[src/rtl/priority_arbiter.sv]
// priority_arbiter: 4-requester arbiter with fixed-priority and round-robin
// policies, grant locking, a hold-time limit with forced handover, and
// registered grant outputs.
module priority_arbiter #(
  parameter int unsigned MAX_HOLD = 8,
  parameter int unsigned CW       = 8
) (
  input  logic       clk,
  input  logic       rst,
  input  logic       rr_mode,
  input  logic [3:0] req,
  output logic [3:0] gnt,
  output logic [1:0] gnt_id,
  output logic       gnt_valid,
  output logic       preempt
);

  localparam logic [CW-1:0] HOLD_LAST = CW'(MAX_HOLD - 1);

  typedef enum logic {
    IDLE  = 1'b0,
    GRANT = 1'b1
  } state_t;

  state_t        state_q, state_d;
  logic [3:0]    gnt_d;
  logic [1:0]    gnt_id_d;
  logic          gnt_valid_d;
  logic          preempt_d;
  logic [CW-1:0] hold_cnt, hold_cnt_d;
  logic [1:0]    last_id, last_id_d;

  logic [3:0]    owner_oh;
  logic [3:0]    others;
  logic          take;
  logic [1:0]    win;

  // Winner among the set bits of r: lowest index in fixed mode, or the first
  // index after 'last' (modulo 4) in round-robin mode. Caller ensures r != 0.
  function automatic logic [1:0] pick(input logic [3:0] r, input logic rr,
                                      input logic [1:0] last);
    logic [1:0] idx;
    pick = 2'd0;
    if (!rr) begin
      for (int i = 3; i >= 0; i--) begin
        if (r[i]) pick = 2'(i);
      end
    end else begin
      // Descending scan so the nearest candidate after 'last' is assigned last.
      for (int i = 4; i >= 1; i--) begin
        idx = last + 2'(i);
        if (r[idx]) pick = idx;
      end
    end
  endfunction

  assign owner_oh = 4'b0001 << gnt_id;
  assign others   = req & ~owner_oh;

  // Next-state and next-output decision for each arbitration point.
  always_comb begin
    state_d     = state_q;
    gnt_d       = gnt;
    gnt_id_d    = gnt_id;
    gnt_valid_d = gnt_valid;
    preempt_d   = 1'b0;
    hold_cnt_d  = hold_cnt;
    last_id_d   = last_id;
    take        = 1'b0;
    win         = gnt_id;

    case (state_q)
      IDLE: begin
        if (|req) begin
          take = 1'b1;
          win  = pick(req, rr_mode, last_id);
        end
      end
      GRANT: begin
        if (!req[gnt_id]) begin
          if (|others) begin
            take = 1'b1;
            win  = pick(others, rr_mode, last_id);
          end else begin
            state_d     = IDLE;
            gnt_d       = 4'b0000;
            gnt_valid_d = 1'b0;
            hold_cnt_d  = '0;
          end
        end else if (hold_cnt == HOLD_LAST) begin
          if (|others) begin
            // Timeout handover always excludes the current owner.
            take      = 1'b1;
            win       = pick(others, rr_mode, last_id);
            preempt_d = 1'b1;
          end else begin
            hold_cnt_d = '0;
          end
        end else begin
          hold_cnt_d = hold_cnt + CW'(1);
        end
      end
      default: begin
        state_d = IDLE;
      end
    endcase

    if (take) begin
      state_d     = GRANT;
      gnt_d       = 4'b0001 << win;
      gnt_id_d    = win;
      gnt_valid_d = 1'b1;
      hold_cnt_d  = '0;
      last_id_d   = win;
    end
  end

  // State and registered outputs; reset drops any grant immediately.
  always_ff @(posedge clk or posedge rst) begin
    if (rst) begin
      state_q   <= IDLE;
      gnt       <= 4'b0000;
      gnt_id    <= 2'b00;
      gnt_valid <= 1'b0;
      preempt   <= 1'b0;
      hold_cnt  <= '0;
      last_id   <= 2'b11;
    end else begin
      state_q   <= state_d;
      gnt       <= gnt_d;
      gnt_id    <= gnt_id_d;
      gnt_valid <= gnt_valid_d;
      preempt   <= preempt_d;
      hold_cnt  <= hold_cnt_d;
      last_id   <= last_id_d;
    end
  end

endmodule
[config.mk]
export PLATFORM = sky130hd
export DESIGN_NAME = priority_arbiter
export DESIGN_NICKNAME = d
export VERILOG_FILES = /design/src/rtl/priority_arbiter.sv
export SDC_FILE = /design/constraint.sdc
export NUM_CORES = 1
export LEC_CHECK = 0
export ABC_CLOCK_PERIOD_IN_PS = 6300
export CORE_UTILIZATION = 60
export CTS_BUF_LIST = sky130_fd_sc_hd__clkbuf_8
export CTS_CLUSTER_DIAMETER = 30
export DETAILED_ROUTE_END_ITERATION = 6
export PLACE_DENSITY = 0.94
export SYNTH_ARGS = -nofsm -noshare
export SYNTH_HDL_FRONTEND = slang
export SYNTH_SLANG_ARGS = --single-unit
[constraint.sdc]
create_clock -name clk -period 6.3 [get_ports clk]
set_clock_uncertainty 0.2 [all_clocks]
set_input_delay 1.26 -clock clk [delete_from_list [all_inputs] [get_ports clk]]
set_output_delay 1.26 -clock clk [all_outputs]
set_load 0.02 [all_outputs]
### Word-level counts from Yosys, hierarchy flattened

Cells that the tools add are included.

* flip-flop bits (word level): 19
* bits of input ports: 7
* output and inout port bits: 8
* logic and storage cells: 92

* equality and inequality tests: 3
* $lt $le $gt $ge: 5
* reduce and logical (&&, ||, !) cells: 4
* multiplexer cells: 64
* bitwise gates (word level): 3
* shifts and indexed selects: 2
* add/subtract/negate cells: 4

Operators with widths (number)
* 2-bit 2-to-1 mux: 22
* 8-bit 2-to-1 mux: 5
* 1-bit 2-to-1 mux: 22
* 1-bit binary-select mux with 2-bit select: 9
* 4-bit 2-to-1 mux: 4
* 2-bit by 3-bit < comparator with 1-bit output (second input constant): 5
* 8-bit by 1-bit adder with 8-bit output (second input constant): 1
* 8-bit by 3-bit == test with 1-bit output (second input constant): 1
* 4-bit OR reduction: 2
* 1-bit by 2-bit left shift with 4-bit output (first input constant): 2
* 2-bit adder (second input constant): 2
* 4-bit AND: 1
* 2-bit != test (second input constant): 2
* 4-bit inverter: 1
* 2-bit one-hot mux with 2 select lines: 1
* 3-bit AND reduction: 1
* 2-bit by 1-bit adder with 2-bit output (second input constant): 1
* 1-bit one-hot mux with 2 select lines: 1
* 2-bit nonzero test: 1
* 1-bit inverter: 1

### Longest topological paths before layout

Gate-level depths: netlist of the first run.

* word-level depth: 16
* mapped depth: 8
* depth with buffers taken out: 7

### Worst setup path before layout of the first run

Ideal clock, no wire load.

* path type: input -> register
* start: input req[3]
* end: register gnt[1]
* cell stages on the path: 6
* arrival time: 2.858 ns
* setup time: 0.079 ns
* required time: 6.021 ns
* path buffers: 0
* setup slack: 3.163 ns
* path through: mux4_2 > o31a_4 > nor4_4 > o211ai_2 > a221o_1 > o2bb2ai_1

* cells in the longest elaborated chain, start to end: 14
* elaborated cells between the ends (all ways): 55

Ends and longest elaborated chain
* start, declared: RTL line 11 `input logic [3:0] req,`
* 4-bit AND: RTL line 58 `assign others = req & ~owner_oh;`
* 1-bit binary-select mux with 2-bit select: RTL line 52 `if (r[idx]) pick = idx;`
* 1-bit 2-to-1 mux (not written as such): RTL line 52
* 2-bit 2-to-1 mux (4 in a row): RTL line 52
* 2-bit 2-to-1 mux: RTL line 44 `if (!rr) begin`
* 2-bit 2-to-1 mux: RTL line 81, 91
* 2-bit 2-to-1 mux: RTL line 90 `end else if (hold_cnt == HOLD_LAST) begin`
* 2-bit 2-to-1 mux: RTL line 80 `if (!req[gnt_id]) begin`
* 2-bit one-hot mux with 2 select lines: RTL line 72 `case (state_q)`
* 1-bit by 2-bit left shift with 4-bit output: RTL line 110 `gnt_d = 4'b0001 << win;`
* 4-bit 2-to-1 mux: RTL line 108 `if (take) begin`
* end signal, assigned: RTL line 130 `gnt <= gnt_d;`
* end, declared: RTL line 12 `output logic [3:0] gnt,`

Parallel ways exist; a longest one is shown, timed or not. The select of a mux whose other input is x is not followed.
A chain may end at the register's enable or synchronous reset.

### Worst setup path after layout of the first run

* start: input req[0]
* end: register gnt[1]

The elaborated chain is that of the path after synthesis.

==> metrics.txt, run 1 <==
Resized cells post-CTS 0; WS Path Type input pin to flop; Req. time, crit path 6.28 ns; placed cell areas 1619 sq um; I/O Buffers 14; R2R cell count 6; row count 17; CTS Hold Bufs 0; post-CTS setup buffers 0; Sequential Area 478.0 sq um; Initial DRC Count 88; vias per cell 6.888; area share of the largest cell type after synthesis 28.40%; Rel. slew slack 52.22%; Mapped Cells 173; area grow syn2layout 11.11%; DR vias 1419; Seq/Total Area, Yosys 31.91%; area occupied by multi-input gates 935.9 sq um; DP HPWL 2555 microns; Hold WS 0.2843 ns; Slew @ Worst Pin 0.7159 ns; final setup TNS 0 ns; worst reg-to-reg setup slack 3.28 ns; fmax 0.2526 GHz; Syn Nets 181; Yosys warning count 0; Synth area leaders dfrtp_1 (28%), o21ai_0 (4.0%), dfstp_2 (3.5%), mux2i_1 (3.3%), nand3_1 (3.0%); Cell Area, Synth 1498 sq um; Setup crit end kind flop; initial antenna violation count 0; cell area after layout 1664 sq um; synth unique cells 60; max-slew violations 0; RSZ-0062 raised after global routing false; GRT Residual Overflow 0; Yosys reg bits 19; Die H 51.96 microns; Avg Cell Area, Syn 8.657 sq um; drt pass-1 iters 5; Max IR drop VDD 0.3068 mV; crit-path max FO 16; crit path from req[0]; routed len/inst 17.83 microns; Worst EP arrival 3.94 ns; P per Cell Area 426.0 nW/um^2; leading area contributor after synthesis dfrtp_1; # setup viols final 0; Final nets 187; Root Buffer clkbuf_8; full die area 2700 sq um; layout cells sized above 1 11.24%; TritonCTS clock tree done; htree depth 1; DRT antenna net count 0; startpoint types input pin; global placement routability congestion 0.9186; DRC viols 0; I/O pin cnt 15; GRT Util Overall 30.47%; vias in the first global route 1291; Initial Utilization 65.81%; clock buffer depth 2; worst r2r src gnt_id[1]; Final min period 3.959 ns; Clk Latency, worst-skew pair 0.26 ns; status finished, final reports clean; drt total wl 3672 microns; Clock transition at path regs 0.07 ns; # fillers 158; r2r endpoint gnt[1]; CP Capture Point gnt[1]; crit share post-route 62.85%; Pleak 0.6637 nW; core footprint 2276 sq um; Fin. Hold Viols 0; Post-synth top flop dfrtp_1; asr flop ratio synth 100.0%; number of synthesized flops with an enable pin 0; # diodes 0; MaxCap Viol Count 0; clock buffer count from CTS 3; global-route wire length before repair 6085 microns; Hold Path Class flop to flop; die width 51.96 microns; clock sinks 19; largest net degree at the start of global routing 24
## power breakdown
group / total, mW / internal [mW] / switching (mW)
sequential: 0.242 / 0.162 / 0.0799
combinational: 0.383 / 0.189 / 0.194
clock: 0.0838 / 0.0434 / 0.0404
## area by class of cell
cell class | instances | area share [%]
inverters | 8 | 1.805
repair buffers | 14 | 8.421
clock buffers | 3 | 2.481
flip-flops and latches | 19 | 28.72
clock inverters | 1 | 0.2256
multi-input cells | 133 | 56.24
well taps | 28 | 2.105
## synthesized netlist by cell type, types with 2 or more instances
library cell,n
nor3_1,3
nor4_1,2
dfrtp_1,17
and2_1,2
buf_2,4
o221ai_1,2
clkbuf_1,9
and3_1,2
nand2_1,12
a32oi_1,3
a21oi_1,5
a21o_2,2
o21ai_0,12
xor2_1,4
a22oi_1,2
nor2_1,9
o2111ai_1,2
inv_1,7
or3_1,4
o211ai_1,3
a32o_1,3
nand4b_1,2
or2_1,2
nand2b_1,6
a21boi_1,2
mux2i_1,5
nor2b_1,3
nand3_1,9
nor3b_1,2
dfstp_2,2
o2bb2ai_1,2
## layout by cell type (no fill, tap or decap), drive strengths merged, types with 2 or more instances in the layout
cell type       n
dfrtp          17
clkdlybuf4s50  14
o21ai          13
nand2          12
nor2            9
nand3           9
inv             9
nand2b          6
mux2i           5
a21oi           5
or3             4
xor2            4
a32o            4
o211ai          4
nor3            3
nor2b           3
a32oi           3
clkbuf          3
or2             3
nor4            3
and3            3
a21o            3
and2            2
a21boi          2
nand4b          2
o2111ai         2
o221ai          2
a22oi           2
nor3b           2
o2bb2ai         2
dfstp           2
o21a            2
## flip-flops by register name, summed over array words and instances (netlist names)
name and count:
gnt 4, gnt_id 2, gnt_valid 1, last_id 2, preempt 1, hold_cnt 8, state_q 1
## cells by family (layout without fill, tap and decap cells)
| logic type | after synthesis | in the layout | synth area share (%) |
|---|---|---|---|
| multiplexers | 7 | 7 | 5.597 |
| buffers and inverters | 21 | 26 | 5.597 |
| flip-flops | 19 | 19 | 31.91 |
| AO/OA/AOI/OAI | 55 | 55 | 28.32 |
| XOR/XNOR | 5 | 5 | 2.924 |
| adder cells (fa/ha/maj) | 1 | 1 | 0.8353 |
| AND/OR/NAND/NOR | 65 | 65 | 24.81 |
## critical path: stages
cell and delay, ns:
clkdlybuf4s50_1 0.70, mux4_2 0.66, o31a_4 0.17, nor4_4 0.47, o211ai_2 0.17, a221o_1 0.35, o2bb2ai_1 0.14
## stage by stage
stage | setup slack [ns] | power [mW] | util, % | cells
floorplan | 3.163 | 0.5146 | - | 173
global placement | 2.245 | 0.6009 | 71.14 | 202
detailed placement | 2.193 | 0.6166 | 71.14 | 202
CTS | 2.413 | 0.7047 | 73.12 | 206
global route | 2.286 | 0.7542 | 73.12 | 206
finish | 2.341 | 0.7088 | 73.12 | 206
## metal layers
layer	GRT usage [%]	up-vias	share of wire, %	wire (microns)
li1	-	660	-	-
met1	41.20	651	42	1529
met2	48.29	96	48	1778
met3	4.386	12	7.7	283
met4	13.06	0	2.2	80
met5	0	-	0	0
## how the worst min path moves through the flow
stage | start | end | slack, ns | depth (start not counted)
2_1_floorplan | hold_cnt[7] | hold_cnt[7] | 0.25 | 1
3_3_place_gp | gnt_valid | gnt_valid | 0.26 | 1
3_5_place_dp | gnt_valid | gnt_valid | 0.27 | 1
4_1_cts | gnt_valid | gnt_valid | 0.29 | 1
5_1_grt | gnt_valid | gnt_valid | 0.31 | 1
6_report | gnt_valid | gnt_valid | 0.28 | 1
No activity file was read; power rests on OpenSTA's default activity.
==> run 2, diff against run 1 <==
==> config.mk (replaced) <==
export PLATFORM = sky130hd
export DESIGN_NAME = priority_arbiter
export DESIGN_NICKNAME = d
export VERILOG_FILES = /design/src/rtl/priority_arbiter.sv
export SDC_FILE = /design/constraint.sdc
export NUM_CORES = 1
export LEC_CHECK = 0
export ABC_CLOCK_PERIOD_IN_PS = 3800
export CORE_UTILIZATION = 59
export CTS_BUF_LIST = sky130_fd_sc_hd__clkbuf_8
export CTS_CLUSTER_DIAMETER = 30
export DETAILED_ROUTE_END_ITERATION = 6
export PLACE_DENSITY = 0.93
export SYNTH_ARGS = -nofsm -noshare
export SYNTH_HDL_FRONTEND = slang
export SYNTH_SLANG_ARGS = --single-unit
==> constraint.sdc (replaced) <==
create_clock -name clk -period 3.8 [get_ports clk]
set_clock_uncertainty 0.2 [all_clocks]
set_input_delay 0.76 -clock clk [delete_from_list [all_inputs] [get_ports clk]]
set_output_delay 0.76 -clock clk [all_outputs]
set_load 0.02 [all_outputs]
==> run 2 against run 1 <==
Clock power rose by 66%. Highest routed layer unchanged. Combinational power up 66%. Sequential power rose by 69%. Worst setup slack got worse by 1.8 ns. Wire length decreased by 0.33%. Core utilization rose by 0.68 points. Non-clock buffer count increased by 4. Design area grew 1.9%. Via count grew 2.5%.
==> metrics.txt, run 2 (same netlist as run 1, synthesis figures left out) <==
Crit path max-delay family compound AO/OA/AOI/OAI gates (unchanged); clock sinks 19 (unchanged); # diodes 0 (unchanged); drt total wl 3660 microns (was 3672 microns); routed len/inst 17.43 microns (was 17.83 microns); max-slew violations 0 (unchanged); I/O Buffers 14 (unchanged); Reg with most FFs hold_cnt (unchanged); drt pass-1 iters 5 (unchanged); Die H 52.39 microns (was 51.96 microns); # setup viols final 0 (unchanged); max reg flops 8 (unchanged); Top Registers hold_cnt x8, gnt x4 (unchanged); DRC viols 0 (unchanged); P per Cell Area 698.3 nW/um^2 (was 426.0 nW/um^2); I/O pin cnt 15 (unchanged); vias per cell 6.924 (was 6.888); full die area 2744 sq um (was 2700 sq um); row count 17 (unchanged); GRT Util Overall 30.41% (was 30.47%); fmax 0.3068 GHz; MaxCap Viol Count 0 (unchanged); Tot Pwr 1.184 mW (was 0.7088 mW); startpoint types input pin (unchanged); commonest non-fill, non-tap cell in the layout dfrtp_1 (unchanged); RSZ-0062 raised after global routing false (unchanged); peak per-stage delay on the critical path 0.62 ns (was 0.70 ns); crit-path max FO 13 (was 16); vias in the first global route 1358 (was 1291); clock buffer count from CTS 3 (unchanged); Hold Path Class flop to flop (unchanged); Resized cells post-CTS 0 (unchanged); crit share post-route 85.77%; initial antenna violation count 0 (unchanged); DP HPWL 2538 microns (was 2555 microns); Initial Utilization 65.20% (was 65.81%); crit-path cells clkdlybuf4s50_1, mux4_2, o31a_4, nor4_4, o211ai_2, a22oi_1, a32o_1 (was clkdlybuf4s50_1, mux4_2, o31a_4, nor4_4, o211ai_2, a221o_1, o2bb2ai_1); Clk Latency, worst-skew pair 0.26 ns (about the same); Setup crit end kind flop (unchanged); Root Buffer clkbuf_8 (unchanged); final setup TNS 0 ns (unchanged); global placement routability congestion 0.9336 (was 0.9186); clock power share 11.8% (about the same); Req. time, crit path 3.79 ns (was 6.28 ns); post-layout util 73.80% (was 73.12%); Seq pwr share 34.5% (was 34.1%); CTS Hold Bufs 0 (unchanged); Final min period 3.259 ns; status finished, final reports clean (unchanged); die width 52.39 microns (was 51.96 microns); DRT antenna net count 0 (unchanged); Int Power 0.6567 mW (was 0.3944 mW); largest net degree at the start of global routing 24 (unchanged); commonest non-fill, non-tap cells in the layout dfrtp_1 (17), clkdlybuf4s50_1 (14), nand2_1 (12), o21ai_0 (12) (unchanged); global-route wire length before repair 6147 microns (was 6085 microns); DR vias 1454 (was 1419); Combinational Power Share 53.7% (was 54.0%); TritonCTS clock tree done (unchanged); Initial DRC Count 81 (was 88); GRT Residual Overflow 0 (unchanged); Max IR drop VDD 0.6779 mV (was 0.3068 mV); Slowest cell on crit path mux4_2 (was clkdlybuf4s50_1); Final nets 191 (was 187); Pleak 0.6822 nW (was 0.6637 nW); WS Path Type input pin to flop (unchanged); area grow syn2layout 13.20% (was 11.11%); Worst EP arrival 3.25 ns (was 3.94 ns); Crit path buffers/inverters 1 (unchanged); layout cells sized above 1 13.74% (was 11.24%); Sw Ratio 44.53% (was 44.36%); Slew @ Worst Pin 0.7015 ns (was 0.7159 ns); post-CTS setup buffers 0 (unchanged); htree depth 1 (unchanged); Sw Pwr 0.5272 mW (was 0.3145 mW); core footprint 2297 sq um (was 2276 sq um); Fin. Hold Viols 0 (unchanged); clock buffer depth 2 (unchanged); Rel. slew slack 53.23% (was 52.22%); Clock transition at path regs 0.07 ns (about the same)
run 2: cell types whose count changed in the layout (fill, tap and decap cells not counted):
cell / change
buf_4: +4
inv_1: -1
clkinv_2: +1
run 2: power groups by stage:
stage | clock network (mW) | registers (mW) | logic (mW)
2_1_floorplan | 0 | 0.350 | 0.503
3_3_place_gp | 0 | 0.398 | 0.602
3_5_place_dp | 0 | 0.408 | 0.622
4_1_cts | 0.141 | 0.404 | 0.631
5_1_grt | 0.150 | 0.417 | 0.688
6_report | 0.139 | 0.408 | 0.636
run 2: routing by layer:
layer  share of wire [%]  global-route usage, %  wire (microns)  up-vias
met3                 7.0                  6.667             257       16
met2                  48                  48.31            1755       72
met1                  42                  39.48            1544      697
met4                 2.8                  13.16             102        0
met5                   0                      0               0        -
li1                    -                      -               -      669
run 2: layout make-up:
| cell class | count | area (sq um) |
|---|---|---|
| fillers | 160 | 601.8 |
| flip-flops and latches | 19 | 478.0 |
| inverters | 8 | 30.03 |
| clock inverters | 1 | 5.005 |
| clock buffers | 3 | 41.29 |
| repair buffers | 18 | 170.2 |
| multi-input cells | 133 | 935.9 |
| well taps | 28 | 35.03 |
run 2: final timing paths:
path	depth (start not counted)	from	endpoint	slack (ns)
worst max register to register	6	gnt_id[1]	gnt[3]	0.81
worst min register to register	1	gnt_valid	gnt_valid	0.30
min in group asynchronous	2	rst	hold_cnt[1]	0.75
max in group asynchronous	2	rst	gnt[2]	2.22
worst max-delay path	7	req[3]	gnt[3]	0.54
worst min-delay path	1	gnt_valid	gnt_valid	0.30
run 2: metrics by stage:
step / setup WS [ns] / instances / hold WS (ns) / instance area (sq um)
after floorplan: 1.163 / 173 / 0.2502 / 1498
after CTS: 0.5654 / 210 / 0.3022 / 1695
final: 0.5409 / 210 / 0.2978 / 1695
after global routing: 0.3613 / 210 / 0.3291 / 1695
after global placement: 0.4203 / 206 / 0.2669 / 1649
after detailed placement: 0.3319 / 206 / 0.2768 / 1649
